### config.mk
export PLATFORM = sky130hd
export DESIGN_NAME = mux_logic_pipe
export DESIGN_NICKNAME = d
export VERILOG_FILES = /design/src/rtl/mux_logic_pkg.sv /design/src/rtl/mux2_cell.sv /design/src/rtl/mux_logic_pipe.sv
export SDC_FILE = /design/constraint.sdc
export NUM_CORES = 1
export LEC_CHECK = 0
export CAP_MARGIN = 25
export CORE_ASPECT_RATIO = 1.25
export CORE_UTILIZATION = 30
export CTS_CLUSTER_SIZE = 14
export DETAILED_ROUTE_END_ITERATION = 12
export MAX_ROUTING_LAYER = met4
export PLACE_DENSITY = 0.54
export SYNTH_ARGS = -nofsm -noshare
export SYNTH_HDL_FRONTEND = slang
export SYNTH_SLANG_ARGS = --single-unit
export TNS_END_PERCENT = 100
### constraint.sdc
create_clock -name clk -period 1.5 [get_ports clk]
set_clock_uncertainty 0.05 [all_clocks]
set_input_delay 0.225 -clock clk [delete_from_list [all_inputs] [get_ports clk]]
set_output_delay 0.225 -clock clk [all_outputs]
set_load 0.01 [all_outputs]
### src/rtl/mux_logic_pkg.sv
// Shared types for the mux-based logic pipe: op encodings, FSM states
// and the per-bit gate decode that feeds each 2:1 mux cell.
package mux_logic_pkg;

    typedef enum logic [2:0] {
        OP_AND     = 3'd0,
        OP_OR      = 3'd1,
        OP_NAND    = 3'd2,
        OP_NOR     = 3'd3,
        OP_XOR     = 3'd4,
        OP_XNOR    = 3'd5,
        OP_PASS_A  = 3'd6,
        OP_ILLEGAL = 3'd7
    } op_e;

    typedef enum logic {
        IDLE = 1'b0,
        ACC  = 1'b1
    } state_e;

    typedef struct packed {
        logic d0;
        logic d1;
    } mux_in_t;

    // Data inputs for one mux cell; the select bit picks d1 when high.
    function automatic mux_in_t gate_data(input logic [2:0] op, input logic b);
        mux_in_t m;
        m = '0;
        case (op)
            OP_AND:    m = '{d0: 1'b0, d1: b};
            OP_OR:     m = '{d0: b,    d1: 1'b1};
            OP_NAND:   m = '{d0: 1'b1, d1: ~b};
            OP_NOR:    m = '{d0: ~b,   d1: 1'b0};
            OP_XOR:    m = '{d0: b,    d1: ~b};
            OP_XNOR:   m = '{d0: ~b,   d1: b};
            OP_PASS_A: m = '{d0: 1'b0, d1: 1'b1};
            default:   m = '0;
        endcase
        return m;
    endfunction

endpackage

### src/rtl/mux2_cell.sv
// Single-bit 2:1 multiplexer cell.
module mux2_cell (
    input  logic sel,
    input  logic d0,
    input  logic d1,
    output logic y
);

    assign y = sel ? d1 : d0;

endmodule

### src/rtl/mux_logic_pipe.sv
// Bitwise logic unit built from 2:1 mux cells, with an accumulate FSM
// and a single valid/ready output register.
module mux_logic_pipe
    import mux_logic_pkg::*;
#(
    parameter int WIDTH = 8,
    parameter int CNT_W = 4
) (
    input  logic             clk,
    input  logic             rst_n,
    input  logic             in_valid,
    output logic             in_ready,
    input  logic [WIDTH-1:0] a,
    input  logic [WIDTH-1:0] b,
    input  logic [2:0]       op,
    input  logic             acc_mode,
    input  logic             last,
    output logic             out_valid,
    input  logic             out_ready,
    output logic [WIDTH-1:0] y,
    output logic             err,
    output logic [CNT_W-1:0] out_count
);

    state_e           state;
    state_e           state_nxt;
    logic [WIDTH-1:0] acc;
    logic [WIDTH-1:0] sel;
    logic [WIDTH-1:0] res;
    logic             err_acc;
    logic [CNT_W-1:0] cnt;
    logic [CNT_W-1:0] cnt_inc;
    logic             accept;
    logic             illegal;
    logic             in_acc;
    logic             deliver;
    logic             start;
    logic             step;

    assign in_ready = !out_valid || out_ready;
    assign accept   = in_valid && in_ready;
    assign illegal  = (op == OP_ILLEGAL);
    assign in_acc   = (state == ACC);
    assign sel      = in_acc ? acc : a;
    assign cnt_inc  = (cnt == '1) ? cnt : cnt + CNT_W'(1);

    for (genvar i = 0; i < WIDTH; i++) begin : g_bit
        mux_in_t d;
        assign d = gate_data(op, b[i]);
        mux2_cell u_cell (
            .sel (sel[i]),
            .d0  (d.d0),
            .d1  (d.d1),
            .y   (res[i])
        );
    end

    always_ff @(posedge clk or negedge rst_n) begin
        if (!rst_n) begin
            state <= IDLE;
        end else begin
            state <= state_nxt;
        end
    end

    always_comb begin
        state_nxt = state;
        deliver   = 1'b0;
        start     = 1'b0;
        step      = 1'b0;
        case (state)
            IDLE: begin
                if (accept) begin
                    if (!acc_mode || last) begin
                        deliver = 1'b1;
                    end else begin
                        start     = 1'b1;
                        state_nxt = ACC;
                    end
                end
            end
            ACC: begin
                if (accept) begin
                    if (last) begin
                        deliver   = 1'b1;
                        state_nxt = IDLE;
                    end else begin
                        step = 1'b1;
                    end
                end
            end
            default: state_nxt = IDLE;
        endcase
    end

    // The output register only moves on a delivery or a taken result,
    // so a pending result survives a whole accumulation behind it.
    always_ff @(posedge clk or negedge rst_n) begin
        if (!rst_n) begin
            out_valid <= 1'b0;
            y         <= '0;
            err       <= 1'b0;
            out_count <= '0;
            acc       <= '0;
            err_acc   <= 1'b0;
            cnt       <= '0;
        end else begin
            if (deliver) begin
                out_valid <= 1'b1;
                y         <= res;
                err       <= illegal | (in_acc & err_acc);
                out_count <= in_acc ? cnt_inc : CNT_W'(1);
            end else if (out_ready) begin
                out_valid <= 1'b0;
            end
            if (start) begin
                acc     <= res;
                err_acc <= illegal;
                cnt     <= CNT_W'(1);
            end else if (step) begin
                acc     <= res;
                err_acc <= err_acc | illegal;
                cnt     <= cnt_inc;
            end
        end
    end

endmodule

Word level (Yosys, flattened, before mapping)
Index checks and enable logic that the tools add are counted.

word-level totals
  input port bits = 25
  register bits = 28
  output and inout port bits = 15

operators by class
  bitwise logic cells = 12
  reductions and logical operators = 8
  $add $sub $neg = 1
  multiplexer cells = 40
  eq/ne operators = 8

operators by type and width
  operator                                       count
  one-hot mux 2 bit (7 select lines)             8
  2-to-1 mux 8 bit                               3
  2-to-1 mux 1 bit                               23
  2-to-1 mux 4 bit                               4
  == test 3 bit, second input constant           4
  inverter 1 bit                                 9
  == test 3 x 2 -> 1 bit, second input constant  2
  adder 4 x 1 -> 4 bit, second input constant    1
  == test 4 bit, second input constant           1
  one-hot mux 1 bit (2 select lines)             2
  nonzero test 2 bit                             2
  == test 3 x 1 -> 1 bit, second input constant  1
  zero test 3 bit                                1
  zero test 1 bit                                2
  logical OR 1 bit                               2
  bitwise OR 1 bit                               2
  AND 1 bit                                      1
  logical AND 1 bit                              1

Longest topological paths before layout
Gate-level depths: netlist of the first run.

  depth in word-level cells = 7
  depth in mapped cells = 6
  gate-level depth less buffers = 5

Cells and area by module
Synthesis of the first run repeated with hierarchy kept, for this count alone.

second synthesis, totals
  cell total of the unflattened synthesis = 206
  area, all modules = 2,057.0 um^2

modules (own cells, without submodules)
  module          instances  area an instance (um^2)  cells each  seq. area each (um^2)
  mux_logic_pipe  1          1,936.9                  198         700.7
  mux2_cell       8          15.0                     1           0.0

Least setup slack after synthesis of the first run
OpenSTA, ideal clock, no wires.

  path kind = register to register
  from = register state (netlist: in_acc)
  to = register cnt[1]
  setup slack = 12 ps
  stages on the path, launching flop included = 5
  library setup time = 121 ps
  arrival time = 1,317 ps
  path through = dfrtp_1 buf_4 nor3b_1 o21ai_0 a22o_1

between the ends
  cells in the longest elaborated chain, start to end = 2

ends and longest elaborated chain
  what                                                    RTL line               source
  from (decl)                                             mux_logic_pipe.sv:25   state_e state;
  from (signal assigned)                                  mux_logic_pipe.sv:62   state <= state_nxt;
  2-to-1 mux 1 bit                                        mux_logic_pipe.sv:71   case (state)
  2-to-1 mux 4 bit or nonzero test 2 bit (tied branches)  n/a
  to (signal assigned)                                    mux_logic_pipe.sv:123  cnt <= cnt_inc;
  to (decl)                                               mux_logic_pipe.sv:31   logic [CNT_W-1:0] cnt;

Parallel ways exist; a longest one is shown, timed or not.
A chain may end at the register's enable or synchronous reset.

Final worst setup path of the first run
  from = register state (netlist: in_acc)
  to = register y[0]

between the ends
  cells in the longest elaborated chain, start to end = 2

ends and longest elaborated chain
  what                                                                    RTL line                              source
  inverter 1 bit or 2-to-1 mux 8 bit (tied branches)                      n/a
  one-hot mux 1 bit (2 select lines) or 2-to-1 mux 1 bit (tied branches)  mux_logic_pipe.sv:71, mux2_cell.sv:9
  to (signal assigned)                                                    mux_logic_pipe.sv:110                 y <= res;
  to (decl)                                                               mux_logic_pipe.sv:20                  output logic [WIDTH-1:0] y,

Parallel ways exist; a longest one is shown, timed or not.

==> results.txt, run 1 <==
----------------------------------------------------
[Timing]
  Count of final setup violators ... 18
  Share of the cycle needed by the critical path after routing ... 1.093
  Setup TNS ... -1.841 ns
  Maximum achievable frequency ... approximately 610 MHz
  Pin slew with the least headroom to its limit ... 0.4251 ns
  Final Hold Fails ... 0
  Final critical path time including I/O delays and setup ... 1.640 ns
  Unrepaired setup endpoints after global routing ... yes
  Final worst slack ... -0.1397 ns
  Worst slew slack as a fraction of its limit ... 0.7153
  Pins over their slew limit ... 0

[Placement]
  Placed inst area ... 0.002953 sq mm
  Placer congestion estimate ... approximately 0.87
  Cell total after placement ... 420
  Worst slack after detailed placement ... -0.4916 ns
  Quantity of I/O buffers inserted on ports ... 39
  Post-detailed-placement half-perimeter wirelength ... 4868 microns

[Logic synthesis]
  Syn Area/Cell ... 8.036 sq um
  Sequential cell area fraction in the yosys report ... 0.3290
  Unique cell type count in the Yosys netlist ... 34
  Netlist area before placement ... 0.002130 sq mm
  Yosys synthesis warning count ... 0
  Post-Syn Nets ... 291
  Number of synthesized register bits ... 28
  Cell count after synthesis ... 265

[Setup path]
  Critical Setup Path Class ... reg -> reg
  Data required time of the worst path ... 1.63 ns
  Biggest cell delay along the critical path ... ~0.48 ns
  Worst path cell trace ... buf_8 > mux2_4 > a211o_1 > nand3_1 > o31ai_1
  Startpoint types ... flop
  Cell at the slowest stage of the critical path ... sky130_fd_sc_hd__dfrtp_2
  Highest net fanout along the worst path ... 9
  Flop-to-flop setup slack ... -0.14 ns
  Cell family with the largest share of critical-path delay ... flip-flops
  Sort of element at the end of the critical path ... flop
  Crit path DAT ... 1.77 ns
  Worst path buffer plus inverter count ... 1

[Run status]
  Violated checks ... negative setup slack
  Status ... finished with violations

[Layout]
  Syn-to-layout area delta ... 55.05%
  Fraction of final layout cells sized beyond drive strength 1 ... 0.2836
  FILL cells ... 661
  Net count reported at finish ... 369
  Antenna diode count ... 0
  Summed area of non-filler cells in the final layout ... about 0.0033 sq mm
  Non-filler cells, final ... 429
  Reg area ... 701.9 sq um
  Most common cell after layout, fill and taps aside ... sky130_fd_sc_hd__nand2_1
  Highest-count cells in the layout ignoring fill and taps ... sky130_fd_sc_hd__nand2_1, sky130_fd_sc_hd__nand3_1, sky130_fd_sc_hd__buf_4
  Combined area of the multi-input logic cells ... approximately 0.0015 sq mm

[Clock network]
  Worst-case clock buffer depth ... 2
  Number of clock sinks seen by CTS ... 28
  Clock transition at the registers of the reported paths ... 0.11 ns
  Clock tree from TritonCTS ... built
  Cell at the root of the clock tree ... sky130_fd_sc_hd__clkbuf_8
  Total CTS buffers ... 3
  Clock latency on the worst-skew pair ... a little under 0.3 ns
  Clock H-tree levels ... 1
  Hold_buf cts ... 0

[Global route]
  Residual overflow from global routing ... 0
  Number of global-route vias before repair ... between 2k and 2.5k
  Overall global routing resource usage ... 0.1997
  Global-route wire length before repair ... 11250 microns
  Initial antenna violation count ... 0
  Pin count of the biggest net entering global routing ... 29

[Floorplan]
  Initial core utilization ... 0.3184
  X dimension of the die ... 77.36 microns
  Area of the placeable core ... around 0.0067 sq mm
  Area of the die ... 0.007441 sq mm
  Total I/O pin count ... 40
  Std-Cell Rows ... 33
  Floorplan die height ... 96.20 microns

[Flow run]
  Max-capacitance violation count ... 0

[Drt]
  Total wire length after detailed routing ... 6886 microns
  Post-route DRC violation count ... 0
  Number of vias after detailed routing ... approximately 2.4k
  Vias per std cell ... between 5 and 6
  Drt initial violations ... between 100 and 150
  Number of search-and-repair iterations in the first detailed-routing pass ... 4
  Average wire length per cell after detail routing ... between 15 and 20 microns
  Post-detailed-route count of antenna-violating nets ... 0

[Power]
  Worst vdd ir ... 0.4115 mV
  Total power density per cell area ... 1052 mW/mm^2
  Overall power of the completed layout ... 3.473 mW
  LEAKAGE ... about 1.5 nW

[Min path]
  Hold crit path type ... in -> async

----------------------------------------------------
[cells in the mapped netlist (all sizes together)]
cell | n | area [sq um]
buf | 10 | 52.55
nor2b | 1 | 6.260
o221ai | 1 | 8.760
o22a | 1 | 8.760
o31ai | 18 | 135.1
mux2i | 11 | 110.1
nand3 | 52 | 260.3
and3 | 1 | 6.260
clkbuf | 6 | 23.77
o21ai | 3 | 15.01
ha | 1 | 12.51
nand4 | 24 | 150.1
nand2b | 2 | 12.51
nand2 | 50 | 187.7
or3b | 1 | 11.26
xor2 | 1 | 8.760
nor3b | 3 | 27.52
a211o | 16 | 140.1
o2bb2ai | 1 | 8.760
o21bai | 1 | 11.26
a22o | 1 | 8.760
or3 | 8 | 50.05
dfrtp | 28 | 700.7
mux2 | 8 | 90.09
or2 | 3 | 18.77
a21oi | 4 | 20.02
inv | 2 | 7.510
nor2 | 3 | 11.26
and2 | 4 | 25.02
[worst paths after layout]
| kind | cells after the start | end | startpoint |
|---|---|---|---|
| worst max-delay path | 5 | y[0] | in_acc |
| worst min-delay path | 2 | out_valid | rst_n |
| worst max register to register | 5 | y[0] | in_acc |
| worst min register to register | 2 | out_count[2] | out_count[2] |
| max in group asynchronous | 2 | in_acc | rst_n |
| min in group clk | 2 | out_count[2] | out_count[2] |
[cells by family after synthesis]
logic type | after synthesis | synth area share
AOI/OAI and AO/OA | 46 | 0.1674
xor gates and xnor gates | 1 | 0.004114
adders and majority gates | 1 | 0.005875
buffers and inverters | 18 | 0.03937
DFF | 28 | 0.3290
muxes | 19 | 0.09401
and+or+nand+nor | 152 | 0.3602
[sequential cells by signal, summed over array words and instances, names as in the netlist]
register	cells
y	8
err	1
out_valid	1
err_acc	1
acc	8
out_count	4
in_acc	1
cnt	4
[report_power, final]
group	internal (mW)	total (mW)	switching (mW)
logic	0.894	1.66	0.765
clock network	0.358	0.630	0.272
registers	0.983	1.18	0.200
total	2.24	3.47	1.24
[per-layer routing]
metal  wire (microns)  global-route usage  up-vias  part of all wire
met5                0                   -        -                 0
met4              184             0.07704        0             0.027
met3              251             0.02464       16             0.036
met2             3250              0.3319       69              0.47
met1             3200              0.2478     1176              0.46
li1                 -                   -     1160                 -
[through the flow]
step / utilization / hold slack [ns]
floorplan: - / -0.1206
global placement: 0.4415 / 0.4174
detailed placement: 0.4415 / 0.4188
CTS: 0.4648 / 0.2436
global route: 0.4936 / 0.2754
finish: 0.4936 / 0.2359
[timing repair]
| action | CTS | global route |
|---|---|---|
| buffers inserted | 2 | 2 |
| gates cloned | 1 | 0 |
| pin swaps | 8 | 16 |
| endpoints found under the hold margin | 0 | 0 |
| endpoints found under the setup margin | 21 | 28 |
| resized for setup | 22 | 42 |
[area by class of cell]
cell class                      instances  area share
Multi-Input combinational cell        219      0.4638
Timing Repair Buffer                   89      0.2668
Tap cell                               87     0.03297
Clock inverter                          1    0.009094
Clock buffer                            3     0.01250
Sequential cell                        28      0.2126
Inverter                                2    0.002274
Note: power is estimated with default switching activity, not from simulation.
==> run 2: changes to the inputs <==
--- a/config.mk
+++ b/config.mk
@@ -10,6 +10,7 @@
 export CORE_UTILIZATION = 30
 export CTS_CLUSTER_SIZE = 14
 export DETAILED_ROUTE_END_ITERATION = 12
+export HOLD_SLACK_MARGIN = 0.06
 export MAX_ROUTING_LAYER = met4
 export PLACE_DENSITY = 0.54
 export SYNTH_ARGS = -nofsm -noshare
==> results of run 2 <==
The final DEF is identical to that of run 1; final timing and power are the same.
